## src/rtl/rlbp_pixel_sequencer_if.sv

```systemverilog
// Code delivery channel from the pixel sequencer to the register side.
// valid/ready: code is held stable while code_valid=1; a transfer happens on
// every clock edge where code_valid and code_ready are both high.
interface rlbp_pixel_sequencer_if #(
  parameter int NPIX = 12
);
  logic [NPIX-1:0] code;
  logic            code_valid;
  logic            code_ready;

  modport master (output code, output code_valid, input code_ready);
  modport slave  (input code, input code_valid, output code_ready);
endinterface

```

## src/rtl/rlbp_pixel_sequencer.sv

```systemverilog
// Frame sequencer for the analog pixel chain: reset, integrate, sample the
// reference, then compare each photodiode in turn to build an LBP code.
module rlbp_pixel_sequencer #(
  parameter int NPIX  = 12,
  parameter int T_RST = 8,
  parameter int T_SH  = 8,
  parameter int T_CMP = 4,
  parameter int TW    = 16
) (
  input  logic                  wb_clk_i,
  input  logic                  wb_rst_i,
  input  logic                  start,
  input  logic                  abort,
  input  logic [TW-1:0]         t_int,
  output logic [NPIX-1:0]       pd_a,
  output logic [NPIX-1:0]       pd_b,
  output logic                  sh_rst,
  output logic                  sw1,
  output logic                  sw2,
  output logic                  sh,
  output logic                  sh_cmp,
  input  logic                  cmp_in,
  output logic                  busy,
  rlbp_pixel_sequencer_if.master code_if,
  output logic                  overrun,
  input  logic                  overrun_clr,
  output logic [2:0]            state_dbg
);

  localparam int IW = (NPIX > 1) ? $clog2(NPIX) : 1;
  localparam logic [IW-1:0] LAST_PIX = IW'(NPIX - 1);

  typedef enum logic [2:0] {
    S_IDLE, S_RST, S_INTEG, S_SH, S_SEL, S_CMP, S_DONE
  } state_t;

  state_t          state, state_n;
  logic [TW-1:0]   cnt, cnt_n, t_lat;
  logic [IW-1:0]   idx, idx_n;
  logic [NPIX-1:0] shadow;
  logic [1:0]      cmp_sync;
  logic            start_frame, capture, publish, ovr_set, accept;

  logic [NPIX-1:0] pd_a_n, pd_b_n, onehot_n;
  logic            sh_rst_n, sw1_n, sw2_n, sh_n, sh_cmp_n, busy_n;

  assign state_dbg = state;

  // cnt holds the remaining cycles of the current state minus one.
  always_comb begin
    state_n     = state;
    cnt_n       = cnt - TW'(1);
    idx_n       = idx;
    start_frame = 1'b0;
    capture     = 1'b0;
    publish     = 1'b0;
    case (state)
      S_IDLE: begin
        cnt_n = '0;
        if (start && !abort) begin
          state_n     = S_RST;
          cnt_n       = TW'(T_RST - 1);
          start_frame = 1'b1;
        end
      end
      S_RST: if (cnt == '0) begin
        state_n = S_INTEG;
        cnt_n   = (t_lat == '0) ? '0 : t_lat - TW'(1);
      end
      S_INTEG: if (cnt == '0) begin
        state_n = S_SH;
        cnt_n   = TW'(T_SH - 1);
      end
      S_SH: if (cnt == '0) begin
        state_n = S_SEL;
        idx_n   = '0;
        cnt_n   = '0;
      end
      S_SEL: begin
        state_n = S_CMP;
        cnt_n   = TW'(T_CMP - 1);
      end
      S_CMP: if (cnt == '0) begin
        capture = 1'b1;
        cnt_n   = '0;
        if (idx == LAST_PIX) begin
          state_n = S_DONE;
        end else begin
          idx_n   = idx + IW'(1);
          state_n = S_SEL;
        end
      end
      S_DONE: begin
        publish = 1'b1;
        state_n = S_IDLE;
        cnt_n   = '0;
      end
      default: begin
        state_n = S_IDLE;
        cnt_n   = '0;
      end
    endcase
    if (abort && state != S_IDLE) begin
      state_n = S_IDLE;
      cnt_n   = '0;
      idx_n   = '0;
      capture = 1'b0;
      publish = 1'b0;
    end
  end

  // Controls are decoded from the next state so they register in step with it.
  always_comb begin
    pd_a_n   = '0;
    pd_b_n   = '0;
    sh_rst_n = 1'b0;
    sw1_n    = 1'b0;
    sw2_n    = 1'b0;
    sh_n     = 1'b0;
    sh_cmp_n = 1'b0;
    busy_n   = (state_n != S_IDLE);
    onehot_n = {{(NPIX-1){1'b0}}, 1'b1} << idx_n;
    case (state_n)
      S_RST: begin
        sh_rst_n = 1'b1;
        pd_a_n   = '1;
        pd_b_n   = '1;
      end
      S_INTEG: sw1_n = 1'b1;
      S_SH: begin
        sh_n   = 1'b1;
        sw2_n  = 1'b1;
        pd_a_n = '1;
      end
      S_SEL: pd_b_n = onehot_n;
      S_CMP: begin
        pd_b_n   = onehot_n;
        sh_cmp_n = 1'b1;
      end
      default: ;
    endcase
  end

  assign ovr_set = publish && code_if.code_valid && !code_if.code_ready;
  assign accept  = publish && !ovr_set;

  always_ff @(posedge wb_clk_i or posedge wb_rst_i) begin
    if (wb_rst_i) begin
      state              <= S_IDLE;
      cnt                <= '0;
      idx                <= '0;
      t_lat              <= '0;
      shadow             <= '0;
      cmp_sync           <= '0;
      pd_a               <= '0;
      pd_b               <= '0;
      sh_rst             <= 1'b0;
      sw1                <= 1'b0;
      sw2                <= 1'b0;
      sh                 <= 1'b0;
      sh_cmp             <= 1'b0;
      busy               <= 1'b0;
      code_if.code       <= '0;
      code_if.code_valid <= 1'b0;
      overrun            <= 1'b0;
    end else begin
      state    <= state_n;
      cnt      <= cnt_n;
      idx      <= idx_n;
      cmp_sync <= {cmp_sync[0], cmp_in};
      if (start_frame) begin
        t_lat  <= t_int;
        shadow <= '0;
      end
      if (capture) shadow[idx] <= cmp_sync[1];
      pd_a   <= pd_a_n;
      pd_b   <= pd_b_n;
      sh_rst <= sh_rst_n;
      sw1    <= sw1_n;
      sw2    <= sw2_n;
      sh     <= sh_n;
      sh_cmp <= sh_cmp_n;
      busy   <= busy_n;
      if (accept) begin
        code_if.code       <= shadow;
        code_if.code_valid <= 1'b1;
      end else if (code_if.code_valid && code_if.code_ready) begin
        code_if.code_valid <= 1'b0;
      end
      // A new overrun in the same cycle as a clear takes priority.
      if (ovr_set) overrun <= 1'b1;
      else if (overrun_clr) overrun <= 1'b0;
    end
  end

endmodule
```

## src/flat_wrapper.sv

```systemverilog
// flat-port wrapper written by rule: the top's interface ports become plain ports
module rlbp_pixel_sequencer_flat 
#(
  parameter int NPIX  = 12,
  parameter int T_RST = 8,
  parameter int T_SH  = 8,
  parameter int T_CMP = 4,
  parameter int TW    = 16
)
  (wb_clk_i, wb_rst_i, start, abort, t_int, pd_a, pd_b, sh_rst, sw1, sw2, sh, sh_cmp, cmp_in, busy, overrun, overrun_clr, state_dbg, code_if_code, code_if_code_valid, code_if_code_ready);
  rlbp_pixel_sequencer_if #(.NPIX(NPIX)) code_if_i ();
  input  logic wb_clk_i;
  input  logic wb_rst_i;
  input  logic start;
  input  logic abort;
  input  logic [TW-1:0] t_int;
  output logic [NPIX-1:0] pd_a;
  output logic [NPIX-1:0] pd_b;
  output logic sh_rst;
  output logic sw1;
  output logic sw2;
  output logic sh;
  output logic sh_cmp;
  input  logic cmp_in;
  output logic busy;
  output logic overrun;
  input  logic overrun_clr;
  output logic [2:0] state_dbg;
  output wire logic [$bits(code_if_i.code)-1:0] code_if_code;
  output wire logic [$bits(code_if_i.code_valid)-1:0] code_if_code_valid;
  input wire logic [$bits(code_if_i.code_ready)-1:0] code_if_code_ready;
  assign code_if_code = code_if_i.code;
  assign code_if_code_valid = code_if_i.code_valid;
  assign code_if_i.code_ready = code_if_code_ready;
  rlbp_pixel_sequencer #(.NPIX(NPIX), .T_RST(T_RST), .T_SH(T_SH), .T_CMP(T_CMP), .TW(TW)) u_core (.wb_clk_i(wb_clk_i), .wb_rst_i(wb_rst_i), .start(start), .abort(abort), .t_int(t_int), .pd_a(pd_a), .pd_b(pd_b), .sh_rst(sh_rst), .sw1(sw1), .sw2(sw2), .sh(sh), .sh_cmp(sh_cmp), .cmp_in(cmp_in), .busy(busy), .code_if(code_if_i), .overrun(overrun), .overrun_clr(overrun_clr), .state_dbg(state_dbg));
endmodule
```

## config.mk

```make
export PLATFORM = sky130hd
export DESIGN_NAME = rlbp_pixel_sequencer_flat
export DESIGN_NICKNAME = d
export VERILOG_FILES = /design/src/rtl/rlbp_pixel_sequencer_if.sv /design/src/rtl/rlbp_pixel_sequencer.sv /design/src/flat_wrapper.sv
export SDC_FILE = /design/constraint.sdc
export NUM_CORES = 1
export LEC_CHECK = 0
export ABC_AREA = 1
export CORE_ASPECT_RATIO = 0.6
export CORE_MARGIN = 2
export CORE_UTILIZATION = 40
export CTS_CLUSTER_DIAMETER = 60
export DETAILED_ROUTE_END_ITERATION = 10
export GPL_ROUTABILITY_DRIVEN = 0
export HOLD_SLACK_MARGIN = 0.1
export PLACE_DENSITY = 0.65
export SLEW_MARGIN = 20
export SYNTH_ARGS = -nofsm -noshare
export SYNTH_HDL_FRONTEND = slang
export SYNTH_SLANG_ARGS = --single-unit
```

## constraint.sdc

```tcl
create_clock -name wb_clk_i -period 3.3 [get_ports wb_clk_i]
set_input_delay 0.33 -clock wb_clk_i [delete_from_list [all_inputs] [get_ports wb_clk_i]]
set_output_delay 0.33 -clock wb_clk_i [all_outputs]
set_load 0.02 [all_outputs]
```

==> summary.md <==
| Metric | Value |
|---|---|
| Tightest Pin Transition | between 0.8 and 0.9 ns |
| Port Buffers | 69 |
| Synth top area cells | dfrtp_1 (48%), nand2_1 (11%), inv_1 (5.9%) |
| Leak | between 2 and 3 nW |
| Die W | 140 µm |
| Final TNS setup | 0 ns |
| Clock latency on the worst-skew pair | 0.34 ns |
| Clock sink total | 85 |
| Critical Path Start Type | register |
| Clock skew | around 0.0065 ns |
| Root buffer cell | clkbuf_16 |
| Sequential area share after synthesis | 48.1% |
| Max H-tree Level | 3 |
| PnR Total Power | 4.66 mW |
| Ys flop type | dfrtp_1 |
| Num rows | 29 |
| Top-count cell post-synth | nand2_1 |
| Final Critical Period | between 2 and 2.5 ns |
| FF-to-FF setup slack | 1.10 ns |
| Initial antenna violation count | 0 |
| CTS tree | done |
| Initial core utilization | between 40 and 50% |
| Max Root-Sink Buffers | 2 |
| Post-synth cell types | 38 |
| Die ar. | 0.0119 mm² |
| Worst r2r dst | u_core.pd_b[1]$_DFF_PP0_ |
| Run status | completed |
| Number of remaining DRC errors | 0 |
| Setup Buffers After CTS | 0 |
| Final wirelength | 9810 µm |
| Crit path required time | between 3 and 4 ns |
| Vias in the first global route | between 3000 and 4000 |
| CTS resizes | 0 |
| Detailed Routing Iterations Pass 1 | 5 |
| Hold_buf cts | 0 |
| CTS Buf Count | 9 |
| Crit path kind | reg -> reg |
| CP Max Fanout | 5 |
| Crit end category | register |
| Synthesized area per cell | 8.02 µm² |
| Placed Cells incl. Taps | 737 |
| Cell taking the most area after synthesis | dfrtp_1 |
| Synth warn | 0 |
| Reg2Reg Launch Point | u_core.cnt[0]$_DFF_PP0_ |
| Share of cells above drive strength 1 | 7.33% |
| Worst min path class | reg -> reg |
| Dpl hpwl | 7410 µm |
| Maxcap violations | 0 |
| Netlist Area Pre-Place | 0.00442 mm² |
| Max-slew violations | 0 |
| Yosys reg bits | 85 |
| Synth top cells by count | nand2_1 (133), dfrtp_1 (85), inv_1 (69), nor2_1 (69) |
| DIE HEIGHT | 85.4 µm |
| GRT Util Overall | 17.8% |
| Synth Instances | 551 |
| DR iter-0 viols | 375 |
| Final antenna-violating net count | 0 |
| Period utilization | about two thirds |
| Max VDD drop | 501 µV |
| Global-route wire length before repair | between 15000 and 20000 µm |
| Layout area overhead | 23.7% |
| Fmax | between 0.4 and 0.5 GHz |
| Routed vias/inst | 4.78 |
| RSZ-0062 raised after global routing | no |
| Number of synthesized flops with an enable pin | 0 |
| Post-Synthesis Net Count | 581 |
| Core Region | 0.0107 mm² |
| WL/cell | between 10 and 15 µm |
| CP startpoint | u_core.cnt[0]$_DFF_PP0_ |
| Final Hold Fails | 0 |
| PwrDens | 852 mW/mm² |
| Fin cells | 753 |
| Final setup violation count | 0 |
| Relative slew slack | 40.4% |
| Pin count of the biggest net entering global routing | 53 |
| Io pins | 70 |
| ANT cells | 0 |
| Nets | 639 |
| Worst R2R Path Depth | 12 |
| Crit path arrival time | ~2.5 ns |
| Clock slew at reported path FFs | 0.06 ns |
| Top cell type's share of synthesized area | a little under 50% |
| Async SR Flop Fraction | 100% |
| Remaining Overflow, GRT | 0 |
| Crit path capture | u_core.pd_b[1]$_DFF_PP0_ |
| Via count | 3603 |
| Min-Delay Startpoint | u_core.cmp_sync[0]$_DFF_PP0_ |
-- per-layer routing --
metal	share of wire (%)	vias up	track usage, %
li1	-	1844	-
met1	50	1660	25.5
met2	43	86	26.4
met3	5.2	13	3.95
met4	1.8	0	6.73
met5	0	-	0
-- stage by stage --
stage / utilization (%) / hold slack, ns / area [µm²] / worst slack, ns
global placement: 48.4 / 0.337 / 5160 / 0.991
CTS: 51.3 / 0.353 / 5470 / 1.08
global route: 51.3 / 0.372 / 5470 / 0.845
detailed placement: 48.4 / 0.338 / 5160 / 0.922
finish: 51.3 / 0.349 / 5470 / 1.10
floorplan: - / 0.331 / 4420 / 0.777
-- worst min-delay path by stage --
stage                                        end  slack [ns]  cells after the start
floorplan           u_core.cmp_sync[1]$_DFF_PP0_        0.33                      0
global placement    u_core.cmp_sync[1]$_DFF_PP0_        0.34                      0
detailed placement  u_core.cmp_sync[1]$_DFF_PP0_        0.34                      0
CTS                 u_core.cmp_sync[1]$_DFF_PP0_        0.35                      0
global route        u_core.cmp_sync[1]$_DFF_PP0_        0.37                      0
finish              u_core.cmp_sync[1]$_DFF_PP0_        0.35                      0
-- critical path: stages (launching register included) --
cell and delay, ns:
dfrtp_1 0.37, inv_1 0.09, ha_1 0.20, nand2_2 0.15, nor2_1 0.27, nand2_1 0.18, nand2_1 0.12, nand2_1 0.05
nand3_1 0.08, nand4_1 0.18, nor2_1 0.28, nand2_1 0.09, nand2_1 0.07
-- cell usage in the layout (no fill, tap or decap), drive strengths merged, types with 6 or more instances in the layout --
cell type      instances
nand2                138
dfrtp                 85
nor2                  77
inv                   75
clkdlybuf4s50         69
nand3                 38
o21ai                 38
a21oi                 12
xor2                  12
o31ai                 11
clkbuf                10
nor3                   8
ha                     7
xnor2                  6
-- power by group --
part	switching [mW]	internal [mW]	leakage, nW	total, mW
sequential	0.189	1.31	1.12	1.50
combinational	1.32	0.816	1.36	2.14
clock	0.416	0.613	0.153	1.03
total	1.93	2.74	2.63	4.66
-- registers in the layout (all words and copies together) (netlist names), 2 cells and up --
name and flops:
u_core.cmp_sync 2, u_core.t_lat 16, u_core.pd_b 12, u_core.idx 4
u_core.cnt 16, u_core.shadow 12, u_core.state_dbg 3, u_core.code_if.code 12
-- logic make-up (layout without fill, tap and decap cells) --
logic type / count (synthesis) / count (layout) / synth area share (%)
xor gates and xnor gates: 18 / 18 / 3.57
muxes: 1 / 1 / 0.255
AOI/OAI and AO/OA: 73 / 73 / 9.74
DFF: 85 / 85 / 48.1
and+or+nand+nor: 268 / 268 / 26.5
adders and majority gates: 7 / 7 / 1.98
buffers and inverters: 99 / 162 / 9.88
-- final cells by class --
class,count,area [µm²]
Fill cell,1019,5200
Sequential cell,85,2130
Multi-Input combinational cell,367,1860
Timing Repair Buffer,71,718
Inverter,75,284
Clock buffer,10,239
Tap cell,139,174
Clock inverter,6,70.1
(Power assumes the default switching activity.)
